File: src/rtl/type_decode_stage_if.sv
// Fetch-to-decode bundle: fetch handshake in, decoded entry out.
// master = fetch/consumer side, slave = the decode stage.
interface type_decode_stage_if #(
    parameter int XLEN = 32
);
    logic            flush;
    logic            in_valid;
    logic            in_ready;
    logic [31:0]     in_instr;
    logic [XLEN-1:0] in_pc;
    logic            out_valid;
    logic            out_ready;
    logic            R;
    logic            I;
    logic            L;
    logic            S;
    logic            B;
    logic            J;
    logic            Jr;
    logic            lui;
    logic            aui;
    logic            illegal;
    logic [4:0]      rd;
    logic [4:0]      rs1;
    logic [4:0]      rs2;
    logic [2:0]      funct3;
    logic [6:0]      funct7;
    logic [31:0]     instr;
    logic [XLEN-1:0] pc;

    modport master (
        output flush, in_valid, in_instr, in_pc, out_ready,
        input  in_ready, out_valid,
        input  R, I, L, S, B, J, Jr, lui, aui, illegal,
        input  rd, rs1, rs2, funct3, funct7, instr, pc
    );

    modport slave (
        input  flush, in_valid, in_instr, in_pc, out_ready,
        output in_ready, out_valid,
        output R, I, L, S, B, J, Jr, lui, aui, illegal,
        output rd, rs1, rs2, funct3, funct7, instr, pc
    );
endinterface

File: src/rtl/type_decode_stage.sv
// RV32I opcode-type decode stage with a two-entry skid buffer.
// Ports: clk, rst (async active-low), bus (slave: handshake, flags, fields).
module type_decode_stage #(
    parameter int XLEN = 32
) (
    input  logic clk,
    input  logic rst,
    type_decode_stage_if.slave bus
);
    // kind bits: [9]R [8]I [7]L [6]S [5]B [4]J [3]Jr [2]lui [1]aui [0]illegal
    typedef struct packed {
        logic [9:0]      kind;
        logic [31:0]     instr;
        logic [XLEN-1:0] pc;
    } entry_t;

    entry_t     m_q, m_d, k_q, k_d, in_e;
    logic       m_valid_q, m_valid_d;
    logic       k_valid_q, k_valid_d;
    logic       in_ready_q, in_ready_d;
    logic       accept, consume;
    logic [6:0] op;
    logic [9:0] in_kind;

    always_comb begin
        op      = bus.in_instr[6:0];
        in_kind = 10'b0;
        unique case (1'b1)
            op == 7'b0110011: in_kind[9] = 1'b1;
            op == 7'b0010011: in_kind[8] = 1'b1;
            op == 7'b0000011: in_kind[7] = 1'b1;
            op == 7'b0100011: in_kind[6] = 1'b1;
            op == 7'b1100011: in_kind[5] = 1'b1;
            op == 7'b1101111: in_kind[4] = 1'b1;
            op == 7'b1100111: in_kind[3] = 1'b1;
            op == 7'b0110111: in_kind[2] = 1'b1;
            op == 7'b0010111: in_kind[1] = 1'b1;
            default:          in_kind[0] = 1'b1;
        endcase
        in_e = '{kind: in_kind, instr: bus.in_instr, pc: bus.in_pc};
    end

    always_comb begin
        m_d       = m_q;
        k_d       = k_q;
        m_valid_d = m_valid_q;
        k_valid_d = k_valid_q;
        accept    = bus.in_valid & in_ready_q;
        consume   = m_valid_q & bus.out_ready;
        if (bus.flush) begin
            // only valid bits clear; data is left stale
            m_valid_d = 1'b0;
            k_valid_d = 1'b0;
        end else if (consume && k_valid_q) begin
            m_d       = k_q;
            m_valid_d = 1'b1;
            k_valid_d = accept;
            if (accept) k_d = in_e;
        end else if (!m_valid_q || consume) begin
            m_valid_d = accept;
            if (accept) m_d = in_e;
        end else if (accept) begin
            k_d       = in_e;
            k_valid_d = 1'b1;
        end
        in_ready_d = ~k_valid_d;
    end

    always_ff @(posedge clk or negedge rst) begin
        if (!rst) begin
            m_q        <= '0;
            k_q        <= '0;
            m_valid_q  <= 1'b0;
            k_valid_q  <= 1'b0;
            in_ready_q <= 1'b1;
        end else begin
            m_q        <= m_d;
            k_q        <= k_d;
            m_valid_q  <= m_valid_d;
            k_valid_q  <= k_valid_d;
            in_ready_q <= in_ready_d;
        end
    end

    logic [9:0] kind_o;

    // bubbles must present no instruction type downstream
    assign kind_o        = m_q.kind & {10{m_valid_q}};
    assign bus.out_valid = m_valid_q;
    assign bus.in_ready  = in_ready_q;
    assign bus.R         = kind_o[9];
    assign bus.I         = kind_o[8];
    assign bus.L         = kind_o[7];
    assign bus.S         = kind_o[6];
    assign bus.B         = kind_o[5];
    assign bus.J         = kind_o[4];
    assign bus.Jr        = kind_o[3];
    assign bus.lui       = kind_o[2];
    assign bus.aui       = kind_o[1];
    assign bus.illegal   = kind_o[0];
    assign bus.rd        = m_q.instr[11:7];
    assign bus.rs1       = m_q.instr[19:15];
    assign bus.rs2       = m_q.instr[24:20];
    assign bus.funct3    = m_q.instr[14:12];
    assign bus.funct7    = m_q.instr[31:25];
    assign bus.instr     = m_q.instr;
    assign bus.pc        = m_q.pc;
endmodule

File: src/flat_wrapper.sv
// flat-port wrapper written by rule: the top's interface ports become plain ports
module type_decode_stage_flat 
#(
    parameter int XLEN = 32
)
  (clk, rst, bus_flush, bus_in_valid, bus_in_instr, bus_in_pc, bus_out_ready, bus_in_ready, bus_out_valid, bus_R, bus_I, bus_L, bus_S, bus_B, bus_J, bus_Jr, bus_lui, bus_aui, bus_illegal, bus_rd, bus_rs1, bus_rs2, bus_funct3, bus_funct7, bus_instr, bus_pc);
  type_decode_stage_if #(.XLEN(XLEN)) bus_i ();
  input  logic clk;
  input  logic rst;
  input wire logic [$bits(bus_i.flush)-1:0] bus_flush;
  input wire logic [$bits(bus_i.in_valid)-1:0] bus_in_valid;
  input wire logic [$bits(bus_i.in_instr)-1:0] bus_in_instr;
  input wire logic [$bits(bus_i.in_pc)-1:0] bus_in_pc;
  input wire logic [$bits(bus_i.out_ready)-1:0] bus_out_ready;
  output wire logic [$bits(bus_i.in_ready)-1:0] bus_in_ready;
  output wire logic [$bits(bus_i.out_valid)-1:0] bus_out_valid;
  output wire logic [$bits(bus_i.R)-1:0] bus_R;
  output wire logic [$bits(bus_i.I)-1:0] bus_I;
  output wire logic [$bits(bus_i.L)-1:0] bus_L;
  output wire logic [$bits(bus_i.S)-1:0] bus_S;
  output wire logic [$bits(bus_i.B)-1:0] bus_B;
  output wire logic [$bits(bus_i.J)-1:0] bus_J;
  output wire logic [$bits(bus_i.Jr)-1:0] bus_Jr;
  output wire logic [$bits(bus_i.lui)-1:0] bus_lui;
  output wire logic [$bits(bus_i.aui)-1:0] bus_aui;
  output wire logic [$bits(bus_i.illegal)-1:0] bus_illegal;
  output wire logic [$bits(bus_i.rd)-1:0] bus_rd;
  output wire logic [$bits(bus_i.rs1)-1:0] bus_rs1;
  output wire logic [$bits(bus_i.rs2)-1:0] bus_rs2;
  output wire logic [$bits(bus_i.funct3)-1:0] bus_funct3;
  output wire logic [$bits(bus_i.funct7)-1:0] bus_funct7;
  output wire logic [$bits(bus_i.instr)-1:0] bus_instr;
  output wire logic [$bits(bus_i.pc)-1:0] bus_pc;
  assign bus_i.flush = bus_flush;
  assign bus_i.in_valid = bus_in_valid;
  assign bus_i.in_instr = bus_in_instr;
  assign bus_i.in_pc = bus_in_pc;
  assign bus_i.out_ready = bus_out_ready;
  assign bus_in_ready = bus_i.in_ready;
  assign bus_out_valid = bus_i.out_valid;
  assign bus_R = bus_i.R;
  assign bus_I = bus_i.I;
  assign bus_L = bus_i.L;
  assign bus_S = bus_i.S;
  assign bus_B = bus_i.B;
  assign bus_J = bus_i.J;
  assign bus_Jr = bus_i.Jr;
  assign bus_lui = bus_i.lui;
  assign bus_aui = bus_i.aui;
  assign bus_illegal = bus_i.illegal;
  assign bus_rd = bus_i.rd;
  assign bus_rs1 = bus_i.rs1;
  assign bus_rs2 = bus_i.rs2;
  assign bus_funct3 = bus_i.funct3;
  assign bus_funct7 = bus_i.funct7;
  assign bus_instr = bus_i.instr;
  assign bus_pc = bus_i.pc;
  type_decode_stage #(.XLEN(XLEN)) u_core (.clk(clk), .rst(rst), .bus(bus_i));
endmodule
File: config.mk
export PLATFORM = sky130hd
export DESIGN_NAME = type_decode_stage_flat
export DESIGN_NICKNAME = d
export VERILOG_FILES = /design/src/rtl/type_decode_stage_if.sv /design/src/rtl/type_decode_stage.sv /design/src/flat_wrapper.sv
export SDC_FILE = /design/constraint.sdc
export NUM_CORES = 1
export LEC_CHECK = 0
export CAP_MARGIN = 20
export CELL_PAD_IN_SITES_DETAIL_PLACEMENT = 1
export CELL_PAD_IN_SITES_GLOBAL_PLACEMENT = 2
export CORE_MARGIN = 2
export CORE_UTILIZATION = 30
export CTS_BUF_LIST = sky130_fd_sc_hd__clkbuf_4
export DETAILED_ROUTE_END_ITERATION = 16
export PLACE_DENSITY = 0.92
export SYNTH_ARGS = -nofsm -noshare
export SYNTH_HDL_FRONTEND = slang
export SYNTH_SLANG_ARGS = --single-unit
File: constraint.sdc
create_clock -name clk -period 1.9 [get_ports clk]
set_input_delay 0.57 -clock clk [delete_from_list [all_inputs] [get_ports clk]]
set_output_delay 0.57 -clock clk [all_outputs]
set_load 0.005 [all_outputs]
==> flow_summary.toml <==
[placement]
io_buffers = 169
routabilityCongestion = 0.778
place_inst = 1241
hpwl_um = 13500
pre_cts_ws_ps = -455

[power]
clockPowerShare_pct = 23.4
net-switching-power_mw = 2.87
swShare_pct = 31.8
pwr_density_cell_nw_per_um2 = 873
p_total_mw = 9.04
seqPwrFrac_pct = 47.9
p_leak_nw = 4.74
vdd_drop_max_v = 0.000332
p_comb_share_pct = 28.7
p_int_mw = 6.16

[clocking]
clk_pin_slew_ps = 130
clkLatencyLatePin_ps = 580
clock_sinks = 151
clockBufferDepth = 2
ctsHtreeMaxLevel = 4
cts_tree = "done"
cts_buffers = 17
root_buffer = "clkbuf_4"

[yosys]
ys.flop_type = "dfrtp_1"
yosys_register_bits = 151
synth_nets = 911
ys_types = 37
yosysWarnings = 0
syn_inst = 842
ys_seq_area_share_pct = 53.0
synth_common_cells = "nand2_1, dfrtp_1, buf_4"
syn_area_per_cell_um2 = 8.47
yosysMostFrequentCell = "nand2_1"
synth.top_cell.area_share_pct = 52.6
ys_top_cells_by_area = "dfrtp_1, nand2_1, buf_4"
async_flop_share_pct = 100
synth_area_leader_cell = "dfrtp_1"
synth_edf_count = 0
syn-cell-area_um2 = 7140

[floorplanning]
die_y_um = 158
ios = 170
core_um2 = 23400
initial_core_util_pct = 30.5
std_cell_rows = 56
die_area_um2 = 25000
die_w_um = 158

[global_routing]
track_usage_pct = 16.9
grt_max_degree = 91
antenna_found_initial = 1
grt_overflow = 0
grt_pass1_vias = 6486
grt_first_pass_wirelength_um = 33000

[timing]
setup_ws_ps = -88.0
skew_ps = 28.3
fin_tns_setup_ps = -1760
fmax_mhz = 503
rsz0062_at_grt = "true"
worst_pin_slew_ps = 517
setup_viol = 46
period_share_pct = 105
maxSlewViolCount = 0
finalHoldViolCount = 0
period_minus_slack_ps = 1990
hold_slack_ps = 479
slew_headroom_pct = 65.5

[critical_path]
critPathCaptureType = "primary output"
required_ps = 1330
r2r-end = "u_core.bus.instr[18]"
worstSetupStartpoint = "u_core.bus.out_valid"
crit_end = "bus_S"
timing_worst_setup_path_type = "flop to primary output"
r2r_cells = 9
cp_data_arrival_time_ps = 1420
worstReg2RegStart = "u_core.bus.in_ready"
path_max_fanout = 6
worst-r2r-setup-slack_ps = -80
start_kind = "flop"

[finish]
drive_gt1_share_pct = 25.7
fin_cells = 1351
fillCellCount = 2739
area_growth_pct = 45.1
layout.nets = 1087

[run]
maxCapViolations = 0

[route]
wire_per_inst_um = 17.3
ant_nets = 0
drt_iter0_drc = 238
drt_first_pass_iters = 4
drcViolationCount = 0
vias_per_cell = 4.67
vias = 6311
wl_um = 23400

[outcome]
status = "finished with violations"
violations = "setup timing"

[hold_path]
hold_path.class = "flop to flop"
state kept, by name, indices dropped and copies added (netlist names):
name	flops
u_core.bus.in_ready	1
u_core.bus.out_valid	1
u_core.k_valid_q	1
u_core.m_q	10
u_core.bus.instr	32
u_core.k_q	74
u_core.bus.pc	32
worst min-delay path by stage:
stage / depth (start not counted) / startpoint / end
after CTS: 2 / u_core.k_q[71] / u_core.k_q[71]
after global placement: 2 / u_core.k_q[71] / u_core.k_q[71]
after global routing: 3 / rst / u_core.bus.instr[14]
after floorplan: 0 / rst / u_core.bus.instr[0]
after detailed placement: 2 / u_core.k_q[71] / u_core.k_q[71]
final: 2 / u_core.k_q[71] / u_core.k_q[71]
placed cells by master (no fill, tap or decap), types with 2 or more instances in the layout:
master	count
nor4_1	5
a31oi_4	6
a21oi_1	9
nand2_1	336
clkdlybuf4s15_1	37
clkinv_1	2
clkinv_4	4
nor2_1	42
dlygate4sd2_1	27
and2_4	8
nor2_4	20
nor2_2	14
nor2b_1	4
buf_8	4
nand4_1	2
buf_2	5
clkbuf_16	10
buf_12	13
nand2b_1	3
buf_4	73
clkdlybuf4s50_1	67
buf_6	42
or4b_4	2
o21ai_1	2
nor3_1	2
dfrtp_1	149
clkinv_2	2
a21oi_2	2
and2_1	2
a31oi_2	2
buf_16	2
bufinv_16	2
clkbuf_4	18
clkbuf_2	18
a31oi_1	61
nand3_1	3
inv_6	4
o41ai_2	2
nand2_2	2
layer usage:
metal | GRT usage, % | vias to the layer above | part of all wire (%)
li1 | - | 2994 | -
met1 | 20.9 | 3128 | 44
met2 | 29.3 | 155 | 49
met3 | 4.13 | 34 | 5.0
met4 | 5.06 | 0 | 2.2
met5 | 0 | - | 0
final cells by class:
type	count	area (um^2)	share of cell area, %
Antenna cell	1	2.50	0.0242
Clock buffer	18	135	1.30
Clock inverter	14	148	1.43
Inverter	1	3.75	0.0362
Multi-Input combinational cell	548	2840	27.4
Sequential cell	151	3780	36.5
Tap cell	319	399	3.85
Timing Repair Buffer	299	3050	29.4
per-stage QoR:
step | instance area [um^2] | util, %
finish | 10400 | 44.3
global route | 10400 | 44.3
CTS | 9470 | 40.5
detailed placement | 8910 | 38.1
global placement | 8910 | 38.1
floorplan | 7140 | -
repair_timing:
action                                  CTS  global route
resized for setup                       198           170
pin swaps                                 1             3
cloned                                    0            15
hold buffers                              1             0
buffers inserted                         45            21
endpoints found under the setup margin  177           126
endpoints found under the hold margin    61             0
critical path, cell delays in order (launching register included):
cell and delay, ps:
dfrtp_2 470, buf_6 150, and2_4 140, buf_6 120
logic make-up after synthesis:
family          synth area share [%]
compound gates                  9.10
buf+inv                         12.7
flops                           53.0
simple gates                    25.2
power by group through the flow:
stage / Combinational [mW] / Clock [mW] / Sequential, mW
after floorplan: 1.31 / 0 / 4.25
after detailed placement: 2.09 / 0 / 4.39
after global placement: 2.00 / 0 / 4.35
after global routing: 2.86 / 2.31 / 4.41
after CTS: 2.16 / 2.19 / 4.29
final: 2.59 / 2.12 / 4.33
Note: power is estimated with default switching activity, not from simulation.
